File: src/rtl/video_timing_pkg.sv
// Shared constants, helpers and types for the 15 kHz raster generator.
// Holds default timing, line/frame total and sync window helpers, rgb_t unpacking.
package video_timing_pkg;

    localparam int DEF_COLOR_DEPTH = 6;
    localparam int DEF_CE_DIV      = 4;
    localparam int DEF_H_ACTIVE    = 320;
    localparam int DEF_H_FP        = 16;
    localparam int DEF_H_SYNC      = 32;
    localparam int DEF_H_BP        = 40;
    localparam int DEF_V_ACTIVE    = 240;
    localparam int DEF_V_FP        = 3;
    localparam int DEF_V_SYNC      = 3;
    localparam int DEF_V_BP        = 16;
    localparam int DEF_FIFO_DEPTH  = 16;
    localparam int MAX_DEPTH       = 6;

    typedef struct packed {
        logic [MAX_DEPTH-1:0] r;
        logic [MAX_DEPTH-1:0] g;
        logic [MAX_DEPTH-1:0] b;
    } rgb_t;

    function automatic int line_total(input int act, input int fp,
                                      input int sync, input int bp);
        return act + fp + sync + bp;
    endfunction

    // First count with sync asserted.
    function automatic int sync_start(input int act, input int fp);
        return act + fp;
    endfunction

    // First count after sync has been released.
    function automatic int sync_end(input int act, input int fp, input int sync);
        return act + fp + sync;
    endfunction

    localparam int H_TOTAL = line_total(DEF_H_ACTIVE, DEF_H_FP,
                                        DEF_H_SYNC, DEF_H_BP);
    localparam int V_TOTAL = line_total(DEF_V_ACTIVE, DEF_V_FP,
                                        DEF_V_SYNC, DEF_V_BP);

    // Splits a packed {R,G,B} word of `depth` bits per channel into
    // right-aligned channel fields.
    function automatic rgb_t rgb_unpack(input logic [3*MAX_DEPTH-1:0] pix,
                                        input int depth);
        logic [MAX_DEPTH-1:0] m;
        rgb_t v;
        m   = MAX_DEPTH'((1 << depth) - 1);
        v.r = MAX_DEPTH'(pix >> (2 * depth)) & m;
        v.g = MAX_DEPTH'(pix >> depth) & m;
        v.b = pix[MAX_DEPTH-1:0] & m;
        return v;
    endfunction

endpackage

File: src/rtl/video_timing_gen_if.sv
// Pixel valid/ready handshake between the core (master) and the raster generator (slave).
// Signals: pix_data {R,G,B}, pix_valid, pix_ready.
interface video_timing_gen_if
    import video_timing_pkg::*;
#(
    parameter int W = 3 * DEF_COLOR_DEPTH
);
    logic [W-1:0] pix_data;
    logic         pix_valid;
    logic         pix_ready;

    modport master (output pix_data, output pix_valid, input pix_ready);
    modport slave  (input pix_data, input pix_valid, output pix_ready);
endinterface

File: src/rtl/video_timing_gen_pixel_fifo.sv
// Single-clock first-word-fall-through pixel FIFO.
// Ports: i_clk, i_rst (sync, high), i_wr/i_wdata, i_rd, o_rdata, o_full, o_empty.
module pixel_fifo
    import video_timing_pkg::*;
#(
    parameter int DEPTH = DEF_FIFO_DEPTH,
    parameter int W     = 3 * DEF_COLOR_DEPTH
) (
    input  logic         i_clk,
    input  logic         i_rst,
    input  logic         i_wr,
    input  logic [W-1:0] i_wdata,
    input  logic         i_rd,
    output logic [W-1:0] o_rdata,
    output logic         o_full,
    output logic         o_empty
);
    localparam int AW = $clog2(DEPTH);

    logic [W-1:0] r_mem [DEPTH];
    logic [AW:0]  r_wp;
    logic [AW:0]  r_rp;
    logic         w_wen;
    logic         w_ren;

    // Extra pointer MSB separates full from empty when the indices match.
    assign o_empty = (r_wp == r_rp);
    assign o_full  = (r_wp[AW] != r_rp[AW]) &&
                     (r_wp[AW-1:0] == r_rp[AW-1:0]);
    assign o_rdata = r_mem[r_rp[AW-1:0]];
    assign w_wen   = i_wr & ~o_full;
    assign w_ren   = i_rd & ~o_empty;

    always_ff @(posedge i_clk) begin
        if (w_wen) begin
            r_mem[r_wp[AW-1:0]] <= i_wdata;
        end
    end

    always_ff @(posedge i_clk) begin
        if (i_rst) begin
            r_wp <= '0;
            r_rp <= '0;
        end else begin
            if (w_wen) r_wp <= r_wp + 1'b1;
            if (w_ren) r_rp <= r_rp + 1'b1;
        end
    end
endmodule

File: src/rtl/video_timing_gen.sv
// 15 kHz raster generator draining a pixel FIFO into R/G/B/HSync/VSync.
// Ports: clk_sys, reset (sync, high), pix (slave handshake), R/G/B, HSync,
// VSync, de, frame_start, underflow_cnt. Macro VIDEO_TIMING_TEST_PATTERN_EN
// adds input test_pattern which shows 8 colour bars instead of FIFO data.
module video_timing_gen
    import video_timing_pkg::*;
#(
    parameter int COLOR_DEPTH = DEF_COLOR_DEPTH,
    parameter int CE_DIV      = DEF_CE_DIV,
    parameter int H_ACTIVE    = DEF_H_ACTIVE,
    parameter int H_FP        = DEF_H_FP,
    parameter int H_SYNC      = DEF_H_SYNC,
    parameter int H_BP        = DEF_H_BP,
    parameter int V_ACTIVE    = DEF_V_ACTIVE,
    parameter int V_FP        = DEF_V_FP,
    parameter int V_SYNC      = DEF_V_SYNC,
    parameter int V_BP        = DEF_V_BP,
    parameter int FIFO_DEPTH  = DEF_FIFO_DEPTH,
    parameter bit SYNC_POL    = 1'b0
) (
    input  logic                   clk_sys,
    input  logic                   reset,
`ifdef VIDEO_TIMING_TEST_PATTERN_EN
    input  logic                   test_pattern,
`endif
    video_timing_gen_if.slave      pix,
    output logic [COLOR_DEPTH-1:0] R,
    output logic [COLOR_DEPTH-1:0] G,
    output logic [COLOR_DEPTH-1:0] B,
    output logic                   HSync,
    output logic                   VSync,
    output logic                   de,
    output logic                   frame_start,
    output logic [15:0]            underflow_cnt
);
    localparam int HT = line_total(H_ACTIVE, H_FP, H_SYNC, H_BP);
    localparam int VT = line_total(V_ACTIVE, V_FP, V_SYNC, V_BP);
    localparam int HW = $clog2(HT);
    localparam int VW = $clog2(VT);
    localparam int DW = $clog2(CE_DIV);
    localparam int PW = 3 * COLOR_DEPTH;

    localparam logic [DW-1:0] DIV_LAST = DW'(CE_DIV - 1);
    localparam logic [DW-1:0] DIV_PRE  = DW'(CE_DIV - 2);
    localparam logic [HW-1:0] H_LAST   = HW'(HT - 1);
    localparam logic [HW-1:0] H_ACT    = HW'(H_ACTIVE);
    localparam logic [HW-1:0] HS_ON    = HW'(sync_start(H_ACTIVE, H_FP));
    localparam logic [HW-1:0] HS_OFF   = HW'(sync_end(H_ACTIVE, H_FP, H_SYNC));
    localparam logic [VW-1:0] V_LAST   = VW'(VT - 1);
    localparam logic [VW-1:0] V_ACT    = VW'(V_ACTIVE);
    localparam logic [VW-1:0] VS_ON    = VW'(sync_start(V_ACTIVE, V_FP));
    localparam logic [VW-1:0] VS_OFF   = VW'(sync_end(V_ACTIVE, V_FP, V_SYNC));

    logic [DW-1:0]          r_div;
    logic [HW-1:0]          r_hcnt;
    logic [VW-1:0]          r_vcnt;
    logic [COLOR_DEPTH-1:0] r_r;
    logic [COLOR_DEPTH-1:0] r_g;
    logic [COLOR_DEPTH-1:0] r_b;
    logic                   r_de;
    logic                   r_hs;
    logic                   r_vs;
    logic                   r_fs;
    logic [15:0]            r_uf;

    logic                   w_ce;
    logic                   w_active;
    logic                   w_hs_on;
    logic                   w_vs_on;
    logic                   w_full;
    logic                   w_empty;
    logic                   w_push;
    logic                   w_pop;
    logic                   w_starve;
    logic [PW-1:0]          w_fifo_data;
    rgb_t                   w_pix;
    logic [COLOR_DEPTH-1:0] w_r_nxt;
    logic [COLOR_DEPTH-1:0] w_g_nxt;
    logic [COLOR_DEPTH-1:0] w_b_nxt;

    assign w_ce     = (r_div == DIV_LAST);
    assign w_active = (r_hcnt < H_ACT) && (r_vcnt < V_ACT);
    assign w_hs_on  = (r_hcnt >= HS_ON) && (r_hcnt < HS_OFF);
    assign w_vs_on  = (r_vcnt >= VS_ON) && (r_vcnt < VS_OFF);

    // Ready is held low for the whole reset so no word is taken that
    // the FIFO reset would then discard.
    assign pix.pix_ready = ~w_full & ~reset;
    assign w_push        = pix.pix_valid & pix.pix_ready;

`ifdef VIDEO_TIMING_TEST_PATTERN_EN
    localparam logic [HW-1:0] BAR_W = HW'(H_ACTIVE / 8);

    logic [2:0] w_bar;

    assign w_bar    = 3'(r_hcnt / BAR_W);
    assign w_pop    = w_ce & w_active & ~w_empty & ~test_pattern;
    assign w_starve = w_ce & w_active & w_empty & ~test_pattern;
`else
    assign w_pop    = w_ce & w_active & ~w_empty;
    assign w_starve = w_ce & w_active & w_empty;
`endif

    pixel_fifo #(
        .DEPTH (FIFO_DEPTH),
        .W     (PW)
    ) u_fifo (
        .i_clk   (clk_sys),
        .i_rst   (reset),
        .i_wr    (w_push),
        .i_wdata (pix.pix_data),
        .i_rd    (w_pop),
        .o_rdata (w_fifo_data),
        .o_full  (w_full),
        .o_empty (w_empty)
    );

    assign w_pix = rgb_unpack((3 * MAX_DEPTH)'(w_fifo_data), COLOR_DEPTH);

    // Starved active pixels and blanking both stay black.
    always_comb begin
        w_r_nxt = '0;
        w_g_nxt = '0;
        w_b_nxt = '0;
        if (w_active && !w_empty) begin
            w_r_nxt = w_pix.r[COLOR_DEPTH-1:0];
            w_g_nxt = w_pix.g[COLOR_DEPTH-1:0];
            w_b_nxt = w_pix.b[COLOR_DEPTH-1:0];
        end
`ifdef VIDEO_TIMING_TEST_PATTERN_EN
        if (w_active && test_pattern) begin
            w_r_nxt = {COLOR_DEPTH{w_bar[2]}};
            w_g_nxt = {COLOR_DEPTH{w_bar[1]}};
            w_b_nxt = {COLOR_DEPTH{w_bar[0]}};
        end
`endif
    end

    always_ff @(posedge clk_sys) begin
        if (reset) begin
            r_div  <= '0;
            r_hcnt <= '0;
            r_vcnt <= '0;
            r_r    <= '0;
            r_g    <= '0;
            r_b    <= '0;
            r_de   <= 1'b0;
            r_hs   <= ~SYNC_POL;
            r_vs   <= ~SYNC_POL;
            r_fs   <= 1'b0;
            r_uf   <= '0;
        end else begin
            r_div <= w_ce ? '0 : r_div + 1'b1;
            // Raised one clk early so the pulse coincides with the ce
            // that presents raster position (0,0).
            r_fs  <= (r_div == DIV_PRE) && (r_hcnt == '0) && (r_vcnt == '0);
            if (w_ce) begin
                if (r_hcnt == H_LAST) begin
                    r_hcnt <= '0;
                    r_vcnt <= (r_vcnt == V_LAST) ? '0 : r_vcnt + 1'b1;
                end else begin
                    r_hcnt <= r_hcnt + 1'b1;
                end
                r_r  <= w_r_nxt;
                r_g  <= w_g_nxt;
                r_b  <= w_b_nxt;
                r_de <= w_active;
                r_hs <= w_hs_on ? SYNC_POL : ~SYNC_POL;
                r_vs <= w_vs_on ? SYNC_POL : ~SYNC_POL;
            end
            if (w_starve && r_uf != 16'hFFFF) begin
                r_uf <= r_uf + 16'd1;
            end
        end
    end

    assign R             = r_r;
    assign G             = r_g;
    assign B             = r_b;
    assign de            = r_de;
    assign HSync         = r_hs;
    assign VSync         = r_vs;
    assign frame_start   = r_fs;
    assign underflow_cnt = r_uf;
endmodule

File: src/flat_wrapper.sv
// flat-port wrapper written by rule: the top's interface ports become plain ports
module video_timing_gen_flat import video_timing_pkg::*;
#(
    parameter int COLOR_DEPTH = DEF_COLOR_DEPTH,
    parameter int CE_DIV      = DEF_CE_DIV,
    parameter int H_ACTIVE    = DEF_H_ACTIVE,
    parameter int H_FP        = DEF_H_FP,
    parameter int H_SYNC      = DEF_H_SYNC,
    parameter int H_BP        = DEF_H_BP,
    parameter int V_ACTIVE    = DEF_V_ACTIVE,
    parameter int V_FP        = DEF_V_FP,
    parameter int V_SYNC      = DEF_V_SYNC,
    parameter int V_BP        = DEF_V_BP,
    parameter int FIFO_DEPTH  = DEF_FIFO_DEPTH,
    parameter bit SYNC_POL    = 1'b0
)
  (clk_sys, reset, R, G, B, HSync, VSync, de, frame_start, underflow_cnt, pix_pix_data, pix_pix_valid, pix_pix_ready);
  video_timing_gen_if #(.W((3 * (6)))) pix_i ();
  input  logic clk_sys;
  input  logic reset;
  output logic [COLOR_DEPTH-1:0] R;
  output logic [COLOR_DEPTH-1:0] G;
  output logic [COLOR_DEPTH-1:0] B;
  output logic HSync;
  output logic VSync;
  output logic de;
  output logic frame_start;
  output logic [15:0] underflow_cnt;
  input wire logic [$bits(pix_i.pix_data)-1:0] pix_pix_data;
  input wire logic [$bits(pix_i.pix_valid)-1:0] pix_pix_valid;
  output wire logic [$bits(pix_i.pix_ready)-1:0] pix_pix_ready;
  assign pix_i.pix_data = pix_pix_data;
  assign pix_i.pix_valid = pix_pix_valid;
  assign pix_pix_ready = pix_i.pix_ready;
  video_timing_gen #(.COLOR_DEPTH(COLOR_DEPTH), .CE_DIV(CE_DIV), .H_ACTIVE(H_ACTIVE), .H_FP(H_FP), .H_SYNC(H_SYNC), .H_BP(H_BP), .V_ACTIVE(V_ACTIVE), .V_FP(V_FP), .V_SYNC(V_SYNC), .V_BP(V_BP), .FIFO_DEPTH(FIFO_DEPTH), .SYNC_POL(SYNC_POL)) u_core (.clk_sys(clk_sys), .reset(reset), .pix(pix_i), .R(R), .G(G), .B(B), .HSync(HSync), .VSync(VSync), .de(de), .frame_start(frame_start), .underflow_cnt(underflow_cnt));
endmodule
File: config.mk
export PLATFORM = sky130hd
export DESIGN_NAME = video_timing_gen_flat
export DESIGN_NICKNAME = d
export VERILOG_FILES = /design/src/rtl/video_timing_pkg.sv /design/src/rtl/video_timing_gen_if.sv /design/src/rtl/video_timing_gen_pixel_fifo.sv /design/src/rtl/video_timing_gen.sv /design/src/flat_wrapper.sv
export SDC_FILE = /design/constraint.sdc
export NUM_CORES = 1
export LEC_CHECK = 0
export BUFFER_PORTS_ARGS = -buffer_cell sky130_fd_sc_hd__buf_2
export CAP_MARGIN = 20
export CORE_ASPECT_RATIO = 1.2
export CORE_MARGIN = 4
export CORE_UTILIZATION = 50
export CTS_CLUSTER_DIAMETER = 100
export CTS_CLUSTER_SIZE = 24
export DETAILED_ROUTE_END_ITERATION = 7
export GPL_TIMING_DRIVEN = 0
export PLACE_DENSITY = 0.69
export REMOVE_ABC_BUFFERS = 1
export SLEW_MARGIN = 10
export SYNTH_ARGS = -nofsm -noshare
export SYNTH_HDL_FRONTEND = slang
export SYNTH_SLANG_ARGS = --single-unit
File: constraint.sdc
create_clock -name clk_sys -period 2.5 [get_ports clk_sys]
set_input_delay 0.375 -clock clk_sys [delete_from_list [all_inputs] [get_ports clk_sys]]
set_output_delay 0.375 -clock clk_sys [all_outputs]
set_load 0.01 [all_outputs]
==> metrics.txt <==
CTS Root Cell clkbuf_16; DPL Wire Length ~17,000 µm; Internal 0.00813 W; Hold-fix buffers, CTS 0; ratio of cells with drive above 1 in the final layout roughly a fifth; Initial Utilization 51.1%; period utilization 95.9%; largest net degree at the start of global routing 51; Hold Slack around 0.22 ns; VDD IR max 528 µV; core area around 28,000 µm²; Tightest Pin Transition 0.926 ns; non-filler cells in the finished layout 1,389; Die Footprint approximately 32,000 µm²; Post-Syn Area 14,500 µm²; Slew Viols, Final 0; Inst Count DP between 1,000 and 1,500; CP Capture Type flip-flop; GR Overflow Total 0; first-pass GRT wire length 46,000 µm; Hold Path Class primary input to flip-flop; P_sw 0.00204 W; Finished Cell Area ~16,000 µm²; FP Rows 67; status finished clean; Global Route Usage Sum 18.6%; CP Class flip-flop to flip-flop; CTS Buf Count 18; clk_skew 0.0112 ns; Seq cells post-synth 360; crit path capture u_core.u_fifo.r_mem[11][11]$_DFFE_PP_; Hold Path Depth 1; average cell area after synthesis between 15 and 20 µm²; area growth from synthesis to layout 13.9%; Detail Route Antenna Nets 0; CP arrival 2.62 ns; setup violators final 0; CTS tree done; Fin Setup TNS 0 ns; number of DRC markers in iteration 0 548; sw frac 20.1%; placer congestion estimate 0.796; vias per cell 5.88; crit path launch type flip-flop; Final Util around 60%; Synth cell types 48; io pins 60; CP max stage cell dfxtp_1; Max FO, Critical Path 7; worst skew pair latency about 0.5 ns; H-tree Lvls 1; P per Cell Area 618 nW/µm²; die height around 190 µm; Post-synth EDFFs 288; Longest Clk Path Bufs 3; CTS clock-pin slew for the worst setup and hold paths 0.09 ns; Comb pwr share 4.5%; clk sink count 360; Residual DRC 0; # port buffers 59; Worst Setup SP u_core.u_fifo.r_wp[3]$_SDFFE_PP0P_; most common cell after layout, fill and taps aside edfxtp_1; RR Startpoint u_core.u_fifo.r_wp[3]$_SDFFE_PP0P_; routed via count 8,169; Die Width 163 µm; Mapped Cells 920; diode count 0; routed len/inst 21.4 µm; Clock power frac 31.3%; leakage 5.16 nW; FFs w/ async S/R, synth 0%; Critical Path RT 2.72 ns; most frequent cells in the layout edfxtp_1 (288), dfxtp_1 (67), buf_2 (59); r2r setup slk 0.10 ns; min Tclk post-route 2.40 ns; Cell Area, Placed 15,400 µm²; Top FF cell, synth edfxtp_1; max_cap viols 0; register area share after synthesis 69.8%; worst path cell trace xor2_1 > nor4_4 > a21boi_2 > nand3b_1 > nor2_4 > buf_4; Post-Route WL 29,800 µm; DR pass1 iterations 5; YS warnings 0; f_max 0.417 GHz; reg2reg path depth 6; CP max stage delay 0.48 ns; relative slew slack 38.2%; nets 1,032; Sequential Power Share approximately 64%; final hold violations 0; number of global-route vias before repair 8,047; worst r2r dst u_core.u_fifo.r_mem[11][11]$_DFFE_PP_; antenna violations before repair 2
registers in the layout, summed over array words and instances, names as in the netlist, 2 cells and up, named ones only:
name,count
u_core.u_fifo.r_wp,5
u_core.r_div,2
u_core.u_fifo.r_mem,288
u_core.r_vcnt,9
u_core.B,6
u_core.underflow_cnt,16
u_core.G,6
u_core.r_hcnt,9
u_core.u_fifo.r_rp,5
u_core.R,6
Yosys cell counts, drive strengths merged (2+ instances only):
cell type  number  area, µm²
edfxtp        288       8650
dfxtp          72       1440
nor2           56        210
a21oi          55        275
mux4           54       1220
mux2i          45        450
nand2          33        124
nand3          32        160
buf            25        133
clkbuf         25       93.8
nor3           25        125
nand2b         23        144
nor2b          19        119
o22ai          18        113
nand4          16        100
xnor2          16        148
nor4b          15        131
ha             13        163
xor2           12        105
or3            10       62.6
o21ai           9       45.0
inv             8       30.0
nor4            7       65.1
or4             7       52.6
a211oi          6       50.1
nand3b          5       37.5
o31ai           5       37.5
and3            4       25.0
and4            3       26.3
a2111oi         2       17.5
o21ba           2       20.0
cell type report:
class,count,area [µm²]
sequential,360,10100
inverter,8,30.0
multi-input combinational,502,4270
tap,379,474
timing repair buffer,108,1060
fill,2149,11800
clock buffer,32,524
power groups by stage:
| stage | registers, W | clock network [W] | logic (W) |
|---|---|---|---|
| global route | 0.00655 | 0.00350 | 0.000499 |
| global placement | 0.00670 | 0 | 0.000361 |
| CTS | 0.00654 | 0.00327 | 0.000443 |
| floorplan | 0.00669 | 0 | 0.000215 |
| finish | 0.00654 | 0.00318 | 0.000453 |
| detailed placement | 0.00668 | 0 | 0.000412 |
what timing repair did:
action	in CTS	in global routing
buffers inserted	32	1
resized for setup	11	4
setup endpoints to repair	312	128
pin swaps	17	1
gates cloned	0	1
critical path, delay by kind of cell (launching register included):
kind            cells  cell delay [ns]
xor+xnor            1             0.26
compound gates      1             0.32
flops               1             0.48
simple gates        3             0.81
buf+inv             1             0.22
layer usage:
| layer | share of wire (%) | track usage (%) |
|---|---|---|
| met2 | 50 | 31.5 |
| met3 | 5.5 | 2.57 |
| met5 | 0.071 | 0 |
| met1 | 43 | 25.9 |
| met4 | 1.7 | 3.85 |
kinds of logic (layout without fill, tap and decap cells):
kind of cell / Yosys count / count (layout) / synth area share (%)
flip-flops: 360 / 360 / 69.8
AND/OR/NAND/NOR: 258 / 258 / 9.72
AO/OA/AOI/OAI: 104 / 104 / 4.27
multiplexers: 99 / 99 / 11.5
buffers and inverters: 58 / 148 / 1.78
XOR/XNOR: 28 / 28 / 1.75
adder cells (fa/ha/maj): 13 / 13 / 1.13
through the flow:
stage	power [W]	worst slack, ns
CTS	0.0102	0.00219
detailed placement	0.00709	-0.544
floorplan	0.00691	-2.24
finish	0.0102	0.104
global route	0.0105	-0.00433
global placement	0.00706	-3.74
worst min-delay path by stage:
stage / from / to / slack [ns]
floorplan: u_core.r_div[0]$_SDFF_PP0_ / u_core.r_div[0]$_SDFF_PP0_ / 0.42
global route: pix_pix_data[12] / u_core.u_fifo.r_mem[12][12]$_DFFE_PP_ / 0.21
finish: pix_pix_data[12] / u_core.u_fifo.r_mem[11][12]$_DFFE_PP_ / 0.22
CTS: pix_pix_data[12] / u_core.u_fifo.r_mem[11][12]$_DFFE_PP_ / 0.20
global placement: u_core.r_div[0]$_SDFF_PP0_ / u_core.r_div[0]$_SDFF_PP0_ / 0.44
detailed placement: u_core.r_div[0]$_SDFF_PP0_ / u_core.r_div[0]$_SDFF_PP0_ / 0.45
Power figures use the tool's default switching activity.
